### config.mk
export PLATFORM = sky130hd
export DESIGN_NAME = bb_fetch_unit
export DESIGN_NICKNAME = d
export VERILOG_FILES = /design/src/rtl/bb_fetch_unit_pkg.sv /design/src/rtl/bb_fetch_unit.sv
export SDC_FILE = /design/constraint.sdc
export NUM_CORES = 1
export LEC_CHECK = 0
export CAP_MARGIN = 10
export CORE_MARGIN = 5
export CORE_UTILIZATION = 45
export DETAILED_ROUTE_END_ITERATION = 16
export HOLD_SLACK_MARGIN = 0.06
export PLACE_DENSITY = 0.74
export SLEW_MARGIN = 10
export SYNTH_ARGS = -nofsm -noshare
export SYNTH_HDL_FRONTEND = slang
export SYNTH_SLANG_ARGS = --single-unit
### constraint.sdc
create_clock -name clk -period 2 [get_ports clk]
set_input_delay 0.3 -clock clk [delete_from_list [all_inputs] [get_ports clk]]
set_output_delay 0.3 -clock clk [all_outputs]
set_load 0.02 [all_outputs]
### src/rtl/bb_fetch_unit_pkg.sv
// Shared definitions for the bb_core fetch stage: default widths, reset PC
// and the fetch sequencer state encoding.
package bb_fetch_unit_pkg;

  localparam int unsigned DATA_WIDTH = 16;
  localparam logic [DATA_WIDTH-1:0] RESET_PC_DEFAULT = '0;

  typedef enum logic [1:0] {
    FETCH_IDLE = 2'd0,
    FETCH_REQ  = 2'd1,
    FETCH_WAIT = 2'd2
  } fetch_state_e;

endpackage

### src/rtl/bb_fetch_unit.sv
// Program counter and single-outstanding instruction fetch for bb_core.
// Presents each fetched word with its PC and NPC; a redirect flushes the path.
module bb_fetch_unit
  import bb_fetch_unit_pkg::*;
#(
  parameter int unsigned DATA_WIDTH = bb_fetch_unit_pkg::DATA_WIDTH,
  parameter logic [DATA_WIDTH-1:0] RESET_PC = '0
) (
  input  logic                  clk,
  input  logic                  rst,
  input  logic                  i_redirect,
  input  logic [DATA_WIDTH-1:0] i_redirect_addr,
  output logic                  o_imem_req,
  output logic [DATA_WIDTH-1:0] o_imem_addr,
  input  logic                  i_imem_gnt,
  input  logic                  i_imem_rvalid,
  input  logic [DATA_WIDTH-1:0] i_imem_rdata,
  output logic                  o_inst_valid,
  input  logic                  i_inst_ready,
  output logic [DATA_WIDTH-1:0] o_inst,
  output logic [DATA_WIDTH-1:0] o_inst_pc,
  output logic [DATA_WIDTH-1:0] o_npc
);

  localparam logic [DATA_WIDTH-1:0] ADDR_ONE = {{(DATA_WIDTH-1){1'b0}}, 1'b1};

  fetch_state_e          state_q, state_d;
  logic [DATA_WIDTH-1:0] pc_q, pc_d;
  logic [DATA_WIDTH-1:0] req_pc_q, req_pc_d;
  logic                  discard_q, discard_d;
  logic                  inst_valid_q, inst_valid_d;
  logic [DATA_WIDTH-1:0] inst_q, inst_d;
  logic [DATA_WIDTH-1:0] inst_pc_q, inst_pc_d;
  logic [DATA_WIDTH-1:0] npc_q, npc_d;

  logic slot_free;
  logic imem_req;
  logic req_grant;

  // A new read is only issued when the output register is empty by the next edge,
  // so a response can never collide with an instruction still waiting on decode.
  assign slot_free = !inst_valid_q || i_inst_ready;
  assign imem_req  = (state_q == FETCH_REQ) && slot_free;
  assign req_grant = imem_req && i_imem_gnt;

  always_comb begin
    state_d      = state_q;
    pc_d         = pc_q;
    req_pc_d     = req_pc_q;
    discard_d    = discard_q;
    inst_valid_d = inst_valid_q;
    inst_d       = inst_q;
    inst_pc_d    = inst_pc_q;
    npc_d        = npc_q;

    if (inst_valid_q && i_inst_ready) begin
      inst_valid_d = 1'b0;
    end

    unique case (state_q)
      FETCH_IDLE: begin
        state_d = FETCH_REQ;
      end
      FETCH_REQ: begin
        if (req_grant) begin
          req_pc_d = pc_q;
          pc_d     = pc_q + ADDR_ONE;
          state_d  = FETCH_WAIT;
        end
      end
      FETCH_WAIT: begin
        if (i_imem_rvalid) begin
          if (discard_q) begin
            discard_d = 1'b0;
          end else begin
            inst_d       = i_imem_rdata;
            inst_pc_d    = req_pc_q;
            npc_d        = req_pc_q + ADDR_ONE;
            inst_valid_d = 1'b1;
          end
          state_d = FETCH_REQ;
        end
      end
      default: begin
        state_d = FETCH_IDLE;
      end
    endcase

    // Redirect wins; if a read is still owed by memory we wait it out and drop it.
    if (i_redirect) begin
      pc_d         = i_redirect_addr;
      inst_valid_d = 1'b0;
      state_d      = FETCH_REQ;
      if (((state_q == FETCH_WAIT) && !i_imem_rvalid) || req_grant) begin
        discard_d = 1'b1;
        state_d   = FETCH_WAIT;
      end else if (state_q == FETCH_WAIT) begin
        discard_d = 1'b0;
      end
    end
  end

  always_ff @(posedge clk) begin
    if (rst) begin
      state_q      <= FETCH_IDLE;
      pc_q         <= RESET_PC;
      req_pc_q     <= '0;
      discard_q    <= 1'b0;
      inst_valid_q <= 1'b0;
      inst_q       <= '0;
      inst_pc_q    <= '0;
      npc_q        <= '0;
    end else begin
      state_q      <= state_d;
      pc_q         <= pc_d;
      req_pc_q     <= req_pc_d;
      discard_q    <= discard_d;
      inst_valid_q <= inst_valid_d;
      inst_q       <= inst_d;
      inst_pc_q    <= inst_pc_d;
      npc_q        <= npc_d;
    end
  end

  assign o_imem_req   = imem_req;
  assign o_imem_addr  = pc_q;
  assign o_inst_valid = inst_valid_q;
  assign o_inst       = inst_q;
  assign o_inst_pc    = inst_pc_q;
  assign o_npc        = npc_q;

endmodule

==> results of run 1 <==
## worst max-delay path, cell delays in order (launching register included)
cell and delay, ps:
sky130_fd_sc_hd__dfxtp_1 340, sky130_fd_sc_hd__ha_1 210, sky130_fd_sc_hd__nand3_1 110, sky130_fd_sc_hd__or3_1 440, sky130_fd_sc_hd__or3_1 380, sky130_fd_sc_hd__a311oi_1 280
## cells in the mapped netlist
library cell                instances  area (um^2)
sky130_fd_sc_hd__a2111oi_0          2        17.52
sky130_fd_sc_hd__a211oi_1          22        165.2
sky130_fd_sc_hd__a21o_1             1        7.510
sky130_fd_sc_hd__a21oi_1           54        270.3
sky130_fd_sc_hd__a311oi_1           7        61.31
sky130_fd_sc_hd__and2b_1            1        7.510
sky130_fd_sc_hd__and2b_4            1        10.01
sky130_fd_sc_hd__and3_1             2        12.51
sky130_fd_sc_hd__and4_1             4        35.03
sky130_fd_sc_hd__buf_2              3        15.01
sky130_fd_sc_hd__clkbuf_1          27        101.4
sky130_fd_sc_hd__dfxtp_1           84         1682
sky130_fd_sc_hd__ha_1               2        25.02
sky130_fd_sc_hd__inv_1             10        37.54
sky130_fd_sc_hd__nand2_1          109        409.1
sky130_fd_sc_hd__nand2b_1           1        6.260
sky130_fd_sc_hd__nand2b_4           1        13.76
sky130_fd_sc_hd__nand3_1           10        50.05
sky130_fd_sc_hd__nand3_2            1        10.01
sky130_fd_sc_hd__nand3b_1           1        7.510
sky130_fd_sc_hd__nand4_1            5        31.28
sky130_fd_sc_hd__nand4b_1           1        8.760
sky130_fd_sc_hd__nand4bb_1          1        11.26
sky130_fd_sc_hd__nor2_1            35        131.4
sky130_fd_sc_hd__nor3_1             5        25.02
sky130_fd_sc_hd__nor3b_1            1        7.510
sky130_fd_sc_hd__nor4_1             7        43.79
sky130_fd_sc_hd__o21ai_0            5        25.02
sky130_fd_sc_hd__o31a_1             6        52.55
sky130_fd_sc_hd__o31ai_1            2        15.01
sky130_fd_sc_hd__or3_1              5        31.28
sky130_fd_sc_hd__or4_1              2        15.01
sky130_fd_sc_hd__xnor2_1           15        131.4
sky130_fd_sc_hd__xor2_1             3        26.28
## cells in the final DEF (no fill, tap or decap), types with 6 or more instances in the layout
| cell type | synthesis | layout |
|---|---|---|
| sky130_fd_sc_hd__nand2_1 | 109 | 109 |
| sky130_fd_sc_hd__clkdlybuf4s50_1 | 0 | 101 |
| sky130_fd_sc_hd__dfxtp_1 | 84 | 84 |
| sky130_fd_sc_hd__a21oi_1 | 54 | 54 |
| sky130_fd_sc_hd__nor2_1 | 35 | 34 |
| sky130_fd_sc_hd__a211oi_1 | 22 | 22 |
| sky130_fd_sc_hd__buf_4 | 0 | 21 |
| sky130_fd_sc_hd__xnor2_1 | 15 | 15 |
| sky130_fd_sc_hd__clkbuf_8 | 0 | 11 |
| sky130_fd_sc_hd__nand3_1 | 10 | 10 |
| sky130_fd_sc_hd__inv_1 | 10 | 10 |
| sky130_fd_sc_hd__nor4_1 | 7 | 7 |
| sky130_fd_sc_hd__a311oi_1 | 7 | 7 |
| sky130_fd_sc_hd__o31a_1 | 6 | 6 |
## path summary, 6_finish.rpt
check,startpoint,endpoint,slack [ps],depth (start not counted)
setup reg to reg,o_imem_addr[1],o_imem_addr[8],130,5
hold reg to reg,o_inst[6],o_inst[6],460,2
setup / recovery,o_imem_addr[1],o_imem_addr[8],130,5
hold / removal,rst,state_q[1],450,3
## cell type report
class	count	area share, %
clock buffer	12	3.146
clock inverter	2	0.7105
inverter	10	0.7612
multi-input combinational	312	33.90
sequential	84	34.10
tap	102	2.588
timing repair buffer	126	24.79
## per-stage QoR
step                cell area [um^2]  instances  setup slack (ps)  power [mW]  utilization, %
CTS                             4931        648             126.5       3.414           64.48
global placement                4742        634            -114.0       2.226           62.01
floorplan                       3500        436             83.27       2.011               -
detailed placement              4742        634            -143.8       2.232           62.01
finish                          4931        648             134.7       3.386           64.48
global route                    4931        648             46.06       3.524           64.48
## logic make-up (layout without fill, tap and decap cells)
family,Yosys count,in the layout
AO/OA/AOI/OAI,99,99
XOR/XNOR,18,18
adder cells (fa/ha/maj),2,2
buffers and inverters,40,150
flip-flops,84,84
AND/OR/NAND/NOR,193,193
## registers in the layout, summed over array words and instances (netlist names), named ones only
signal,count
o_imem_addr,16
o_inst,16
o_inst_pc,16
o_inst_valid,1
o_npc,16
req_pc_q,16
state_q,2
## power by group through the flow
| stage | Sequential [mW] | Combinational (mW) | Clock, mW |
|---|---|---|---|
| 2_1_floorplan | 1.85 | 0.157 | 0 |
| 3_3_place_gp | 1.81 | 0.413 | 0 |
| 3_5_place_dp | 1.82 | 0.416 | 0 |
| 4_1_cts | 1.78 | 0.418 | 1.22 |
| 5_1_grt | 1.79 | 0.452 | 1.29 |
| 6_report | 1.78 | 0.416 | 1.19 |
## per-layer routing
| layer | track usage (%) | wire length (um) | vias up |
|---|---|---|---|
| met2 | 31.05 | 4163 | 85 |
| met5 | 0 | 0 | - |
| met4 | 7.248 | 146 | 0 |
| met1 | 24.44 | 4100 | 1542 |
| li1 | - | - | 1711 |
| met3 | 3.214 | 431 | 12 |
## what timing repair did
action / 4_1_cts / 5_1_grt
endpoints found under the setup margin: 1 / 0
gates resized for setup: 1 / 0
hold buffers: 0 / 0
==> reports/results.txt, run 1 <==
The flow ran to the end, and the final reports show no timing, DRC or antenna violations. Kind of start point of the critical path: a flip-flop. Using the TritonRoute via totals, the vias-per-cell ratio works out to 5.170. The post-detailed-routing wire length is 8.842 mm. Sort of element at the end of the critical path: a flip-flop. The xor-xnor portion of the synthesized cell area was 4.505%. Detailed routing inserted a total of 3350 vias.

In this run the power spent charging and discharging nets is 0.8223 mW. The run gives 2 as the buffer levels on the longest clock path. In this run the number of H-tree levels came out at 3. The count of buffers added on input and output ports is 103.

Setup violations remaining at the end of the flow were counted as 0. Net switching is 24.29% of the power. The number of antenna diodes in the final layout is 0. For the clock latency on the worst-skew pair, the log shows 340 ps.

Counting every instance in the synthesized netlist gives 436. The signed area change from the synthesized netlist to the final layout was 40.90%. The sum of negative setup slack is 0 ps, and the half-perimeter wire length of the detailed placement result is 6.335 mm. Mux contribution to synthesized area: 0%. The compound-cell area share of the yosys netlist was 17.55%. The endpoint required time on the critical path is 2250 ps. The run gives 3229 as the number of global-route vias before repair.

The synthesized cell area is 3500 um^2. After Yosys synthesis, and, or, nand and nor cells account for 24.78% of the synthesized area. Cell internal power was estimated by the tool at 2.563 mW. The clock transition at the register clock pins on the worst setup and hold paths after CTS is 80 ps. Pin placement for this block handled 104 I/O pins.

The path type of the worst setup path is reg -> reg. The measured slew at the worst slew-check pin was 457.7 ps. The combinational family with the most area after synthesis was simple AND/OR/NAND/NOR gates.

The logs give 84 for the number of sinks on the clock net and 137 for the violation count after the first detailed-route iteration. The run gives 0 as the post-route antenna net violation count. TritonCTS built the clock tree. After the last flow step, the layout net total stands at 583. For this design the static power due to leakage is 1.620 nW. Setup repair after global routing left no endpoint under its margin. For this run, design rule violations remaining after detail routing come to 0. The worst voltage drop across the vdd grid is 0.0003636 V. The number of distinct library cell variants in the gate-level netlist after synthesis is 34, and the footprint of the flip-flops and latches is 1682 um^2. Counting every net in the synthesized netlist gives 476.

The initial antenna violation count was 0; the max-slew headroom at the worst pin was 69.20%. In the finished design, the share of the clock period the worst path needs comes to 93.27%. The first detailed-routing pass took 4 iterations. The run gives 12.3% as the logic gate share of total power. After detailed routing, the average wire length per cell comes to 13.65 um. After global routing the overflow that remains totals 0. The die covers 9640 um^2.

The largest net degree at the start of global routing is 85, and the fraction of the mapped netlist area in adder cells is 0.7151%. The post-route netlist has 7.509% of its cells at a drive strength greater than 1. For the area of the multi-input gates, the log shows 1672 um^2.

The final clock skew is 7.344 ps, and the die span in x is 98.19 um. The path class of the tightest hold or removal check is in -> reg. Power spread over the standard cell area amounts to 686.6 nW/um^2.

Counting flops and latches in the post-synthesis netlist gives 84. The tools report the initial standard-cell utilization of the core as 45.76%. The total count of hold-check failures in the final report was 0; the share of total power in sequential cells was 52.5%.

The global-route wire length before repair is 15.06 mm. At the worst endpoint, the arrival time is 2110 ps. Yosys printed 0 warnings. The filler cell count in the final layout was 675. The tools report the final weighted congestion in routability-driven placement as 0.8140.

The die is 98.19 um tall. The core region is 7647 um^2. The tree is rooted in a sky130_fd_sc_hd__clkbuf_8. Buffers added to address setup during post-CTS repair amount to 0.

The highest fanout seen on the critical path came out at 7. Across the run, the number of max-cap violations was 0. The sequential fraction of the synthesis area came out at 48.05%.

TritonCTS created 9 clock buffers. The average footprint of a synthesized cell is 8.027 um^2, and the worst hold slack after final layout is 450.4 ps. Derived from the worst setup path, the maximum achievable clock frequency is 0.5361 GHz.

The logs give 0 for the final count of pins violating max slew and 32 for the standard-cell row count. Subtracting the final worst setup slack from the clock period gives 1865 ps. The clock network is responsible for 35.2% of the overall power. Across every metal layer, demand over resource in global routing totals 18.75%.
Power figures use the tool's default switching activity.
==> run 2: changes to the inputs <==
--- a/config.mk
+++ b/config.mk
@@ -6,7 +6,6 @@
 export NUM_CORES = 1
 export LEC_CHECK = 0
 export CAP_MARGIN = 10
-export CORE_MARGIN = 5
 export CORE_UTILIZATION = 45
 export DETAILED_ROUTE_END_ITERATION = 16
 export HOLD_SLACK_MARGIN = 0.06
==> reports/results.txt, run 2 (synthesis gave the netlist of run 1 again) <==
The run finished with clean final reports. The highest fanout seen on the critical path is 7 (unchanged), and the final total power is 3.535 mW (+4.4%). The count of boundary I/O pins was 104 (unchanged); the overflow left after global routing was 0 (unchanged). The run gives 47.49% (+1.7 points) as the initial standard-cell utilization of the core. Walking the worst path, the cells encountered are ha_1 > nand3_1 > or3_1 > or3_1 > a311oi_1. The run gives 0 (unchanged) as the post-CTS setup-driven buffer insertion count. The post-detailed-routing wire length is 8.902 mm (+0.68%), and the final-stage net count is 586 (+0.51%). Counting stages on the worst path, the most repeated cell is sky130_fd_sc_hd__or3_1.

The vertical die dimension is 90.19 um (-8.1%), and the initial antenna violation count is 0 (unchanged). The total CTS buffers is 9 (unchanged). For the violation count after the first detailed-route iteration, the log shows 135 (-1.5%). The achievable frequency was 0.5441 GHz (+1.5%). TritonCTS built the clock tree. The die span in x was 90.19 um (-8.1%).

The core occupancy in the finished layout is 67.78% (+3.3 points). The critical path in this run is classified as reg -> reg. The ratio of total power to cell area is 707.8 nW/um^2 (+3.1%), and the total track usage is 22.96% (+4.2 points).

The post-route antenna net violation count was 0 (unchanged); the measured slew at the worst slew-check pin was 575.7 ps (+118.0 ps). Clock transition at the register clock pins on the worst setup and hold paths after CTS: 80 ps (about the same). The static leakage power is 1.652 nW (+2.0%). The total vias in the final route came out at 3385 (+1.0%). Leaving out fill and tap cells, the most frequent cell in the layout is sky130_fd_sc_hd__nand2_1. The per-cell routed wire length works out to 13.70 um (+0.37%). The worst hold path class is in -> reg. Total count of hold-check failures in the final report: 0 (unchanged). The clock latency on the worst-skew pair was 350 ps (about the same).

Signed area change from the synthesized netlist to the final layout: 42.72%. The floorplan die area was 8133 um^2 (-16%). The share of layout cells above drive strength 1 is 8.530% (+1.0 points), and the final weighted congestion in routability-driven placement is 0.8162 (+0.27%). The run gives 0 (unchanged) as the total of hold buffers inserted after clock tree synthesis. The core area came out at 7370 um^2 (-3.6%).

Sum of negative setup slack: 0 ps (unchanged). The tools report the final count of pins violating max slew as 0 (unchanged). For the half-perimeter wire length of the detailed placement result, the log shows 6.396 mm (+0.96%). Setup repair after global routing left no endpoint under its margin. The number of global-route vias before repair was 3184 (-1.4%). The worst path arrival time was 2100 ps (about the same); the first-pass iteration count of the detailed router was 4 (unchanged).

The number of diodes came out at 0 (unchanged). The standard-cell row count is 31 (-3.1%). The run gives 0 (unchanged) as the final setup violation count. CTS placed an instance of sky130_fd_sc_hd__clkbuf_8 at the clock tree root. The run gives 1 (unchanged) as the count of cells resized by post-cts repair.

The period utilization is 91.89% (-1.4 points), and the number of buffer and inverter instances along the worst setup path is 0 (unchanged). The cell with the largest stage delay on the worst path was sky130_fd_sc_hd__or3_1. Leaving out fill and tap cells, the most frequent cells in the layout are sky130_fd_sc_hd__nand2_1 (109), sky130_fd_sc_hd__clkdlybuf4s50_1 (101), sky130_fd_sc_hd__dfxtp_1 (84).

The average vias per placed instance came out at 5.208 (+0.73%). Endpoint required time on the critical path: 2260 ps (about the same). The number of max-capacitance violations reported is 0 (unchanged), and the total number of H-tree levels is 3 (unchanged). The largest net degree at the start of global routing was 62 (-27%). The logs give 61.27% (-7.9 points) for the max-slew headroom at the worst pin and 0 (unchanged) for the count of unresolved DRC violations after routing.

The worst hold slack after final layout was 418.7 ps (-31.68 ps); the shortest period the worst path allows was 1838 ps (-27.57 ps). The tools report the number of sinks on the clock net as 84 (unchanged). The tools report the kind of start point of the critical path as a flip-flop. Grouping stages by cell kind, the critical path spends the most delay in simple AND/OR/NAND/NOR gates.

The buffer levels on the longest clock path came out at 2 (unchanged). The count of buffers from port buffering was 103 (unchanged); the worst voltage drop across the vdd grid was 0.0003195 V (-12%). The global-route wire length before repair is 15.14 mm (+0.50%), and the final clock skew is 12.13 ps (+4.791 ps).

STA classifies the critical path endpoint as a flip-flop. The delay contributed by the slowest stage of the critical path came out at 440 ps (about the same).
-- run 2: final cells by class --
cell class	count	area (um^2)
Timing Repair Buffer	129	1257
Multi-Input combinational cell	312	1672
Clock inverter	7	98.84
Clock buffer	9	123.9
Fill cell	650	2375
Sequential cell	84	1682
Inverter	10	37.54
Tap cell	99	123.9
-- run 2: per-layer routing --
layer	global-route usage, %	vias to the layer above	share of wire (%)
met2	38.55	93	49
met4	7.392	0	1.3
li1	-	1731	-
met3	4.315	8	4.8
met5	0	-	0
met1	29.67	1553	45
-- run 2: stage by stage --
stage | worst slack (ps) | cell area, um^2 | cells
6_report | 162.3 | 4995 | 650
5_1_grt | 49.51 | 4995 | 650
4_1_cts | 156.9 | 4995 | 650
3_5_place_dp | -190.3 | 4773 | 634
3_3_place_gp | -112.4 | 4773 | 634
2_1_floorplan | 83.27 | 3500 | 436
-- run 2: worst paths after layout --
| check | slack (ps) | to | cells after the start | from |
|---|---|---|---|---|
| max | 160 | o_imem_addr[10] | 5 | o_imem_addr[0] |
| min | 420 | req_pc_q[4] | 2 | rst |
| max reg2reg | 160 | o_imem_addr[10] | 5 | o_imem_addr[0] |
| min reg2reg | 460 | o_inst[4] | 2 | o_inst[4] |
-- run 2: where the power goes --
part	internal [mW]	leakage, nW	switching [mW]
logic	0.215	0.859	0.211
clock network	0.709	0.110	0.624
registers	1.72	0.683	0.0535
total	2.65	1.65	0.888
